**config.mk**
```make
export PLATFORM = sky130hd
export DESIGN_NAME = sram_fifo_ctrl_flat
export DESIGN_NICKNAME = d
export VERILOG_FILES = /design/src/rtl/sram_fifo_ctrl_if.sv /design/src/rtl/sram_fifo_ctrl.sv /design/src/flat_wrapper.sv
export SDC_FILE = /design/constraint.sdc
export NUM_CORES = 1
export LEC_CHECK = 0
export BUFFER_PORTS_ARGS = -buffer_cell sky130_fd_sc_hd__buf_2
export CAP_MARGIN = 20
export CORE_AREA = 3 3 213 215
export CTS_CLUSTER_DIAMETER = 30
export DETAILED_ROUTE_END_ITERATION = 12
export DIE_AREA = 0 0 216 218
export PLACE_DENSITY_LB_ADDON = 0.2
export REMOVE_ABC_BUFFERS = 1
export SYNTH_ARGS = -nofsm -noshare
export SYNTH_HDL_FRONTEND = slang
export SYNTH_SLANG_ARGS = --single-unit
export TNS_END_PERCENT = 10
```
**constraint.sdc**
```tcl
create_clock -name clk -period 12.23 [get_ports clk]
set_clock_uncertainty 0.2 [all_clocks]
set_input_delay 0.6115 -clock clk [delete_from_list [all_inputs] [get_ports clk]]
set_output_delay 0.6115 -clock clk [all_outputs]
set_load 0.005 [all_outputs]
```
**src/rtl/sram_fifo_ctrl_if.sv**
```systemverilog
// Push/pop stream bundle between datapath producers/consumers and the SRAM FIFO controller.
// Handshake: a word moves on a cycle where valid && ready; valid never waits on ready.
interface sram_fifo_ctrl_if #(
  parameter int DATA_WIDTH = 128,
  parameter int ADDR_WIDTH = 9
) ();
  logic                  push_valid;
  logic                  push_ready;
  logic [DATA_WIDTH-1:0] push_data;
  logic                  pop_valid;
  logic                  pop_ready;
  logic [DATA_WIDTH-1:0] pop_data;
  logic [ADDR_WIDTH+1:0] count;

  modport master (
    output push_valid, push_data, pop_ready,
    input  push_ready, pop_valid, pop_data, count
  );

  modport slave (
    input  push_valid, push_data, pop_ready,
    output push_ready, pop_valid, pop_data, count
  );
endinterface

```
**src/rtl/sram_fifo_ctrl.sv**
```systemverilog
// FIFO controller in front of a 1R1W SRAM macro; a 2-entry output buffer
// absorbs the one-cycle read latency so push and pop each run at full rate.
module sram_fifo_ctrl #(
  parameter int DATA_WIDTH = 128,
  parameter int ADDR_WIDTH = 9,
  parameter int RAM_DEPTH  = 1 << ADDR_WIDTH
) (
  input  logic                  clk,
  input  logic                  rst,
  sram_fifo_ctrl_if.slave       fifo,
  output logic                  sram_csb0,
  output logic [ADDR_WIDTH-1:0] sram_addr0,
  output logic [DATA_WIDTH-1:0] sram_din0,
  output logic                  sram_csb1,
  output logic [ADDR_WIDTH-1:0] sram_addr1,
  input  logic [DATA_WIDTH-1:0] sram_dout1
);

  localparam logic [ADDR_WIDTH:0] DEPTH_P = (ADDR_WIDTH+1)'(RAM_DEPTH);

  logic [ADDR_WIDTH:0]   wr_ptr;
  logic [ADDR_WIDTH:0]   rd_ptr;
  logic [ADDR_WIDTH:0]   sram_used;
  logic                  rd_inflight;
  logic [1:0]            out_cnt;
  logic                  head;
  logic                  tail;
  logic [DATA_WIDTH-1:0] obuf [2];

  logic                  push_fire;
  logic                  pop_fire;
  logic                  rd_fire;
  logic [2:0]            occ_after_pop;

  always_comb begin
    sram_used       = wr_ptr - rd_ptr;
    fifo.push_ready = !rst && (sram_used < DEPTH_P);
    fifo.pop_valid  = !rst && (out_cnt != 2'd0);
    fifo.pop_data   = obuf[head];
    push_fire       = fifo.push_valid && fifo.push_ready;
    pop_fire        = fifo.pop_valid && fifo.pop_ready;
    tail            = head ^ out_cnt[0];
    // Only issue a read if the buffer slot it lands in is guaranteed free.
    occ_after_pop   = {1'b0, out_cnt} + {2'b00, rd_inflight} - {2'b00, pop_fire};
    rd_fire         = !rst && (sram_used != '0) && (occ_after_pop < 3'd2);

    sram_csb0  = !push_fire;
    sram_addr0 = rst ? '0 : wr_ptr[ADDR_WIDTH-1:0];
    sram_din0  = fifo.push_data;
    sram_csb1  = !rd_fire;
    sram_addr1 = rst ? '0 : rd_ptr[ADDR_WIDTH-1:0];

    fifo.count = rst ? '0 : ({1'b0, sram_used}
                             + (ADDR_WIDTH+2)'(rd_inflight)
                             + (ADDR_WIDTH+2)'(out_cnt));
  end

  always_ff @(posedge clk) begin
    if (rst) begin
      wr_ptr      <= '0;
      rd_ptr      <= '0;
      rd_inflight <= 1'b0;
      out_cnt     <= 2'd0;
      head        <= 1'b0;
    end else begin
      if (push_fire) wr_ptr <= wr_ptr + 1'b1;
      if (rd_fire)   rd_ptr <= rd_ptr + 1'b1;
      rd_inflight <= rd_fire;
      if (pop_fire)  head <= ~head;
      out_cnt <= out_cnt + {1'b0, rd_inflight} - {1'b0, pop_fire};
    end
  end

  // dout1 is only meaningful the cycle after a read; it is X otherwise.
  always_ff @(posedge clk) begin
    if (!rst && rd_inflight) obuf[tail] <= sram_dout1;
  end

endmodule

```
**src/flat_wrapper.sv**
```systemverilog
// flat-port wrapper written by rule: the top's interface ports become plain ports
module sram_fifo_ctrl_flat 
#(
  parameter int DATA_WIDTH = 128,
  parameter int ADDR_WIDTH = 9,
  parameter int RAM_DEPTH  = 1 << ADDR_WIDTH
)
  (clk, rst, sram_csb0, sram_addr0, sram_din0, sram_csb1, sram_addr1, sram_dout1, fifo_push_valid, fifo_push_data, fifo_pop_ready, fifo_push_ready, fifo_pop_valid, fifo_pop_data, fifo_count);
  sram_fifo_ctrl_if #(.DATA_WIDTH(DATA_WIDTH), .ADDR_WIDTH(ADDR_WIDTH)) fifo_i ();
  input  logic clk;
  input  logic rst;
  output logic sram_csb0;
  output logic [ADDR_WIDTH-1:0] sram_addr0;
  output logic [DATA_WIDTH-1:0] sram_din0;
  output logic sram_csb1;
  output logic [ADDR_WIDTH-1:0] sram_addr1;
  input  logic [DATA_WIDTH-1:0] sram_dout1;
  input wire logic [$bits(fifo_i.push_valid)-1:0] fifo_push_valid;
  input wire logic [$bits(fifo_i.push_data)-1:0] fifo_push_data;
  input wire logic [$bits(fifo_i.pop_ready)-1:0] fifo_pop_ready;
  output wire logic [$bits(fifo_i.push_ready)-1:0] fifo_push_ready;
  output wire logic [$bits(fifo_i.pop_valid)-1:0] fifo_pop_valid;
  output wire logic [$bits(fifo_i.pop_data)-1:0] fifo_pop_data;
  output wire logic [$bits(fifo_i.count)-1:0] fifo_count;
  assign fifo_i.push_valid = fifo_push_valid;
  assign fifo_i.push_data = fifo_push_data;
  assign fifo_i.pop_ready = fifo_pop_ready;
  assign fifo_push_ready = fifo_i.push_ready;
  assign fifo_pop_valid = fifo_i.pop_valid;
  assign fifo_pop_data = fifo_i.pop_data;
  assign fifo_count = fifo_i.count;
  sram_fifo_ctrl #(.DATA_WIDTH(DATA_WIDTH), .ADDR_WIDTH(ADDR_WIDTH), .RAM_DEPTH(RAM_DEPTH)) u_core (.clk(clk), .rst(rst), .fifo(fifo_i), .sram_csb0(sram_csb0), .sram_addr0(sram_addr0), .sram_din0(sram_din0), .sram_csb1(sram_csb1), .sram_addr1(sram_addr1), .sram_dout1(sram_dout1));
endmodule
```
Word-level counts from Yosys, hierarchy flattened
Memory sizes are Yosys's and may differ from the RTL's. A register that Yosys moved wholly into a read port is not among the register bits.
Cells that the tools add are included.
{ "word_totals": {"ff_bits": 24, "ramBits": 256, "out_inout_bits": 289, "n_memories": 1} }
{ "mem_list": {"columns": ["memory", "depth", "word_bits", "rd", "rd_ports_with_merged_regs", "write_ports", "line", "source"], "rows": [
  ["u_core.obuf", 2, 128, 1, 1, 1, "sram_fifo_ctrl.sv:28", "logic [DATA_WIDTH-1:0] obuf [2];"]
]} }
{ "op_classes": {"addsub": 9, "order_cmp": 2, "n_mux": 7, "bitwise": 2, "reduce_logical": 12} }
{ "ops": {"columns": ["op", "n"], "rows": [
  ["$add 10x1->10 const B", 2],
  ["$mux 9", 2],
  ["$add 10x1->11", 1],
  ["$add 11x2->11", 1],
  ["$mux 11", 1],
  ["$lt 10x10->1 const B", 1],
  ["$reduce_bool 10->1", 1],
  ["$sub 10x10->10", 1],
  ["$logic_and 1x1->1", 7],
  ["$mux 1", 4],
  ["$add 2x1->3", 1],
  ["$logic_not 1->1", 3],
  ["$lt 3x2->1 const B", 1],
  ["$sub 3x1->3", 1],
  ["$add 2x1->2", 1],
  ["$reduce_bool 2->1", 1],
  ["$sub 2x1->2", 1],
  ["$not 1->1", 1],
  ["$xor 1x1->1", 1]
]} }

Logic depth before layout (Yosys ltp)
Gate-level depths: netlist of the first run.
{ "logic_depth": {"word_depth": 7, "mapped_depth": 13, "ltp_nobuf": 13} }

Least setup slack after synthesis of the first run
No wires, ideal clock.
{ "synth_timing": {"kind": "input port to flip-flop", "from": "input rst", "to": "memory u_core.obuf[1][0] (enable)", "setup_time_ns": 0.772, "t_arrival_ns": 9.913, "required_ns": 11.258, "slack_ns": 1.345, "path_stages": 4, "cell_sequence": "clkbuf_1 -> clkbuf_1 -> buf_1 -> nor3_1"} }
{ "synth_via": {"elab_chain_cells": 4} }
{ "synth_rtl": {"columns": ["item", "line", "source"], "rows": [
  ["start, declared", "flat_wrapper.sv:11", "input logic rst;"],
  ["$logic_not 1->1", "sram_fifo_ctrl.sv:76", "if (!rst && rd_inflight) obuf[tail] <= sram_dout1;"],
  ["$logic_and 1x1->1", "sram_fifo_ctrl.sv:76", null],
  ["$mux 1", "sram_fifo_ctrl.sv:76", null],
  ["$mux 1 (not written as such)", "sram_fifo_ctrl.sv:76", null],
  ["end, declared", "sram_fifo_ctrl.sv:28", null]
]} }
No other way between the ends.

Worst setup path after layout of the first run
{ "layout_timing": {"from": "register u_core.wr_ptr[0]", "to": "output sram_csb1"} }
{ "layout_via": {"elab_chain_cells": 5} }
{ "layout_rtl": {"columns": ["item", "line", "source"], "rows": [
  ["start, declared", "sram_fifo_ctrl.sv:21", "logic [ADDR_WIDTH:0] wr_ptr;"],
  ["start signal, assigned", "sram_fifo_ctrl.sv:66", "if (push_fire) wr_ptr <= wr_ptr + 1'b1;"],
  ["$sub 10x10->10", "sram_fifo_ctrl.sv:36", "sram_used = wr_ptr - rd_ptr;"],
  ["$reduce_bool 10->1", "sram_fifo_ctrl.sv:45", "rd_fire = !rst && (sram_used != '0) && (occ_after_pop < 3'd2);"],
  ["$logic_and 1x1->1 (2 in series)", "sram_fifo_ctrl.sv:45", null],
  ["$logic_not 1->1", "sram_fifo_ctrl.sv:50", "sram_csb1 = !rd_fire;"],
  ["end, declared", "flat_wrapper.sv:15", "output logic sram_csb1;"]
]} }
No other way between the ends.

==> results.txt, run 1 <==
CP Max Fanout = 10
Final Cell Area = 17190 um2
Worst slew margin = 30.85%
FP Rows = 77
Global route overflow = 0
Final Wtd Congestion = 0.8473
Startpoint types = flop
Clock sinks = 281
Die Span X = 216 um
Area of the core = 43930 um2
Layout Nets = 1399
Least-Margin Pin Slew = 1.037 ns
Critical Path RT = 11.42 ns
CTS H-tree lvls = 3
F_max = 215.5 MHz
Clock Latency Late Sink = 0.58 ns
Fin crit share = 37.94%
Pwr/cell area = 232.2 nW/um2
Number of synthesized register bits = 281
Pre-Repair DR Iteration Count = 5
Number of synthesized flops with an enable pin = 256
Setup CP Type = flop to primary output
Port Buffers = 292
Number of setup violations in the final report = 0
Share of post-route cells with drive strength above 1 = 48.31%
Mean post-synth cell area = 15.68 um2
Overall Power = 3.993 mW
Drt total wl = 57250 um
Largest net degree at the start of global routing = 69
Post-place instance area = 13520 um2
CTS Root Cell = clkbuf_16
Syn. warnings = 0
Total CTS buffers = 79
Worst-path clk slew = 0.04 ns
Min Tclk post-route = 4.640 ns
Synthesized area = 12310 um2
Synth async-reset ratio = 0%
Vias per cell = 4.553
Total Die Area = 47090 um2
WL/cell = 32.23 um
TNS Setup = 0 ns
Final Slew Violations = 0
DR iter-0 viols = 476
TritonCTS clock tree = yes
Die Ht = 218 um
Vias post-DR = 8087
Critical Path AT = 3.83 ns
Routed Antenna Nets = 0
Leakage = 6.593 nW
Vias in the first global route = 8193
Clock tree buffer depth = 3
Seq/Total Area, Yosys = 66.50%
Starting density of the core = 28.02%
Main flop type after synthesis = edfxtp_1
Global-route wire length before repair = 73890 um
Io pins = 549
Antenna violations before repair = 14
Fillers = 4218
Final hold violation count = 0
Max-Cap Viols = 0
Outcome = finished, final reports clean
RSZ-0062 raised after global routing = false
Post-route DRC violation count = 0
GRT Util Overall = 23.78%
Peak supply drop = 146.8 uV
Area delta synth->final = 39.64%
Post-CTS sizing = 0
Hold WC Path Type = input pin to flop
Mapped Cells = 785
CP endpoint kind = primary output
Distinct cell type count after synthesis = 51
HPWL after DPL = 44430 um
-- cell usage after synthesis, drive strengths merged, types with 3 or more instances --
cell type  instances  area (um2)
nand2             12       45.04
nor2              41       153.9
xnor2             13       113.9
mux2             141        1622
o21ai              5       25.02
a211oi             6       70.07
xor2               9       97.60
nand4              5       31.28
dfxtp             25       500.5
and2               7       43.79
buf              135       997.2
nand3              8       40.04
a21o               6       45.04
edfxtp           256        7687
nor2b             14       87.58
ha                14       175.2
or3                3       18.77
fa                 4       80.08
inv               21       78.83
a21oi             10       68.82
nor3               6       30.03
a2111oi            4       47.55
clkbuf            17       63.81
-- area by class of cell --
class	count	area [um2]	area share, %
flip-flops and latches	281	8192	47.65
clock inverters	55	528.0	3.071
inverters	21	78.83	0.4585
diodes	2	5.005	0.02911
well taps	592	740.7	4.308
repair buffers	407	2595	15.09
multi-input cells	331	2994	17.42
clock buffers	87	2059	11.98
-- final timing paths --
path	from	end	slack, ns	depth (start not counted)
max	u_core.wr_ptr[0]$_SDFFE_PP0P_	sram_csb1	7.59	12
min	sram_dout1[37]	u_core.obuf[1][37]$_DFFE_PP_	0.04	1
max reg2reg	u_core.wr_ptr[0]$_SDFFE_PP0P_	u_core.rd_ptr[9]$_SDFFE_PP0P_	8.56	11
min reg2reg	u_core.wr_ptr[9]$_SDFFE_PP0P_	u_core.wr_ptr[9]$_SDFFE_PP0P_	0.35	2
-- worst max-delay path: stages, from the launching register on --
cell	delay, ns
dfxtp_1	0.34
inv_1	0.12
ha_1	0.18
inv_1	0.06
fa_1	0.43
a211oi_2	0.28
nor4b_1	0.09
or4_1	0.64
a21oi_2	0.14
and4bb_1	0.60
a21oi_4	0.15
nand2_1	0.12
buf_2	0.12
-- logic make-up (layout without fill, tap and decap cells) --
group	count (synthesis)	in the layout	share of synthesized area (%)
adder cells (fa/ha/maj)	18	18	2.073
AND/OR/NAND/NOR	108	108	4.421
buffers and inverters	173	570	9.258
multiplexers	142	142	13.25
XOR/XNOR	22	22	1.718
flip-flops	281	281	66.50
other	0	2	0
AO/OA/AOI/OAI	41	41	2.774
-- per-stage QoR --
stage	setup WS [ns]	utilization [%]	hold WS (ns)	instances
after detailed placement	8.012	30.77	0.3435	1524
final	7.590	39.13	0.04167	1776
after global routing	7.341	39.13	0.01039	1776
after CTS	7.540	39.12	0.0007169	1774
after floorplan	1.811	-	0.2992	633
after global placement	8.032	30.77	0.3244	1524
-- registers in the layout, summed over array words and instances, names as in the netlist, named ones only --
register            cells
u_core.head             1
u_core.obuf           256
u_core.out_cnt          2
u_core.rd_inflight      1
u_core.rd_ptr          10
u_core.wr_ptr          10
-- cells in the final DEF, fill, tap and decap left out, types with 3 or more instances in the layout --
| cell type | netlist | routed |
|---|---|---|
| buf_2 | 2 | 292 |
| edfxtp_1 | 256 | 256 |
| mux2_2 | 129 | 129 |
| dlygate4sd3_1 | 0 | 108 |
| clkbuf_16 | 0 | 81 |
| nor2_1 | 41 | 41 |
| dfxtp_1 | 25 | 24 |
| clkinv_2 | 0 | 23 |
| inv_1 | 21 | 21 |
| clkinv_1 | 0 | 19 |
| nor2b_1 | 14 | 14 |
| ha_1 | 14 | 14 |
| xnor2_1 | 13 | 13 |
| nand2_1 | 12 | 12 |
| bufinv_16 | 0 | 10 |
| mux2_4 | 9 | 9 |
| xor2_1 | 8 | 8 |
| nand3_1 | 8 | 8 |
| and2_1 | 7 | 7 |
| a21oi_1 | 7 | 7 |
| buf_4 | 128 | 7 |
| a21o_1 | 6 | 6 |
| a211oi_2 | 5 | 5 |
| nor3_1 | 6 | 5 |
| nand4_1 | 5 | 5 |
| clkbuf_1 | 17 | 5 |
| fa_1 | 4 | 4 |
| o21ai_1 | 3 | 3 |
| or3_1 | 3 | 3 |
| mux2_1 | 3 | 3 |
-- power by group --
part / internal (mW) / leakage, nW / switching, mW
Sequential: 1.22 / 2.54 / 0.0431
Clock: 1.40 / 1.29 / 0.569
Combinational: 0.348 / 2.77 / 0.415
-- timing repair --
action | in CTS | in global routing
hold buffers | 108 | 0
endpoints found under the setup margin | 0 | 0
buffers inserted | 0 | 0
endpoints found under the hold margin | 216 | 0
-- routing by layer --
layer | vias up | global-route usage (%) | wire length, um
li1 | 3475 | - | -
met1 | 3796 | 19.42 | 16480
met2 | 698 | 36.02 | 25310
met3 | 94 | 26.81 | 13460
met4 | 24 | 7.135 | 1195
met5 | - | 11.67 | 795
No activity file was read; power rests on OpenSTA's default activity.
==> run 2, diff against run 1 <==
==> constraint.sdc (replaced) <==
create_clock -name clk -period 4.15 [get_ports clk]
set_clock_uncertainty 0.2 [all_clocks]
set_input_delay 0.2075 -clock clk [delete_from_list [all_inputs] [get_ports clk]]
set_output_delay 0.2075 -clock clk [all_outputs]
set_load 0.005 [all_outputs]
==> results.txt, run 2 (synthesis gave the netlist of run 1 again) <==
Overall Power = 12.11 mW (was 3.993 mW)
Area of the core = 43930 um2 (unchanged)
Worst r2r src = u_core.out_cnt[1]$_SDFF_PP0_ (was u_core.wr_ptr[0]$_SDFFE_PP0P_)
Min Tclk post-route = 3.900 ns
Drt total wl = 57920 um (was 57250 um)
Clock sinks = 281 (unchanged)
Setup CP Type = flop to primary output (unchanged)
Clock Latency Late Sink = 0.59 ns (was 0.58 ns)
Reg-to-Reg End = u_core.rd_ptr[5]$_SDFFE_PP0P_ (was u_core.rd_ptr[9]$_SDFFE_PP0P_)
Commonest non-fill, non-tap cells in the layout = buf_2 (292), edfxtp_1 (256), mux2_2 (129), dlygate4sd3_1 (129), clkbuf_16 (81) (was buf_2 (292), edfxtp_1 (256), mux2_2 (129))
Vias in the first global route = 8393 (was 8193)
GRT Util Overall = 24.05% (was 23.78%)
Die Span X = 216 um (unchanged)
Biggest register = u_core.obuf (unchanged)
CTS Root Cell = clkbuf_16 (unchanged)
Vias per cell = 4.575 (was 4.553)
Final hold violation count = 0 (unchanged)
Number of setup violations in the final report = 0 (unchanged)
Total CTS buffers = 80 (was 79)
Outcome = finished, final reports clean (unchanged)
Clock tree buffer depth = 3 (unchanged)
Routed Antenna Nets = 0 (unchanged)
Pwr/cell area = 686.0 nW/um2 (was 232.2 nW/um2)
Least-Margin Pin Slew = 0.8716 ns (was 1.037 ns)
Final hold slack = 0.06853 ns (was 0.04167 ns)
HPWL after DPL = 44830 um (was 44430 um)
Max-Cap Viols = 0 (unchanged)
RSZ-0062 raised after global routing = false (unchanged)
Global route overflow = 0 (unchanged)
Area delta synth->final = 43.34% (was 39.64%)
DR iter-0 viols = 456 (was 476)
Final Slew Violations = 0 (unchanged)
Vias post-DR = 8286 (was 8087)
Cells on worst reg2reg path = 13 (was 11)
Setup crit start = u_core.wr_ptr[0]$_SDFFE_PP0P_ (unchanged)
Layout Nets = 1425 (was 1399)
FP Rows = 77 (unchanged)
Pre-Repair DR Iteration Count = 4 (was 5)
Critical Path RT = 3.74 ns (was 11.42 ns)
WL/cell = 31.98 um (was 32.23 um)
Starting density of the core = 28.02% (unchanged)
Hold WC Path Type = input pin to flop (unchanged)
Fin crit share = 93.98%
Largest net degree at the start of global routing = 95 (was 69)
Final Wtd Congestion = 0.8571 (was 0.8473)
Worst setup endpoint = sram_csb1 (unchanged)
Die Ht = 218 um (unchanged)
Top Registers = u_core.obuf (256), u_core.rd_ptr (10), u_core.wr_ptr (10) (unchanged)
Max reg flops = 256 (unchanged)
CP endpoint kind = primary output (unchanged)
Startpoint types = flop (unchanged)
FF-to-FF setup slack = 0.67 ns (was 8.56 ns)
F_max = 256.4 MHz
Port Buffers = 292 (unchanged)
Io pins = 549 (unchanged)
Post-route DRC violation count = 0 (unchanged)
Share of post-route cells with drive strength above 1 = 47.36% (was 48.31%)
Worst slew margin = 41.89% (was 30.85%)
Antenna violations before repair = 12 (was 14)
Peak supply drop = 280.3 uV (was 146.8 uV)
Leakage = 6.743 nW (was 6.593 nW)
CTS H-tree lvls = 3 (unchanged)
Commonest non-fill, non-tap cell in the layout = buf_2 (unchanged)
TritonCTS clock tree = yes (unchanged)
Global-route wire length before repair = 75330 um (was 73890 um)
Total Die Area = 47090 um2 (unchanged)
Worst-path clk slew = 0.04 ns (about the same)
Critical Path AT = 3.49 ns (was 3.83 ns)
CP Max Fanout = 9 (was 10)
Postcts setup bufs = 0 (unchanged)
run 2: changes by cell type in the layout (fill, tap and decap cells not counted), sizes merged:
cell         previous run  this run
buf                   299       303
dlygate4sd3           108       129
clkinv                 44        31
inv                    22        24
diode                   2         5
clkbuf                 87       103
clkinvlp                0         2
run 2: worst min path at each step:
stage | start | slack, ns | cells after the start | to
finish | rst | 0.07 | 3 | u_core.wr_ptr[5]$_SDFFE_PP0P_
global route | rst | 0.08 | 3 | u_core.wr_ptr[8]$_SDFFE_PP0P_
CTS | rst | 0.04 | 3 | u_core.wr_ptr[7]$_SDFFE_PP0P_
detailed placement | sram_dout1[48] | 0.20 | 1 | u_core.obuf[1][48]$_DFFE_PP_
global placement | sram_dout1[57] | 0.20 | 1 | u_core.obuf[0][57]$_DFFE_PP_
floorplan | rst | 0.07 | 1 | u_core.out_cnt[1]$_SDFF_PP0_
run 2: stage by stage:
step,cells,setup slack [ns],util [%],cell area (um2),setup TNS [ns]
after floorplan,633,-5.943,-,11250,-776.03
after global placement,1528,0.4955,30.98,13610,0
after detailed placement,1528,0.4736,30.98,13610,0
after CTS,1806,0.01101,40.11,17620,0
after global routing,1808,0.01343,40.15,17640,0
final,1811,0.2500,40.17,17650,0
run 2: timing repair:
action / CTS / global route
endpoints found under the hold margin: 258 / 0
gates cloned: 0 / 0
gates resized for setup: 1 / 3
hold buffers: 129 / 0
endpoints found under the setup margin: 1 / 3
run 2: cell type report:
class | count | area [um2]
clock buffer | 103 | 2160
timing repair buffer | 432 | 2898
clock inverter | 46 | 559.3
inverter | 21 | 78.83
antenna | 5 | 12.51
multi-input combinational | 331 | 3008
fill | 4209 | 26280
tap | 592 | 740.7
sequential | 281 | 8192
run 2: layer usage:
metal	track usage, %	part of all wire [%]
met1	20.65	29
met2	36.05	44
met3	26.40	23
met4	6.654	2.6
met5	11.88	1.4
run 2: where the power goes:
part / switching [mW] / total [mW] / internal [mW] / leakage [nW]
combinational: 1.21 / 2.30 / 1.09 / 2.89
sequential: 0.160 / 3.75 / 3.59 / 2.54
clock: 1.80 / 6.06 / 4.27 / 1.32
total: 3.17 / 12.1 / 8.94 / 6.74
run 2: critical path, stage by stage (launching register included):
cell	delay (ns)
dfxtp_1	0.34
inv_1	0.12
ha_1	0.18
inv_1	0.06
fa_1	0.42
a211oi_2	0.27
nor4b_1	0.09
or4_4	0.57
a21oi_2	0.12
and4bb_4	0.39
a21oi_4	0.11
nand2_1	0.11
buf_2	0.12
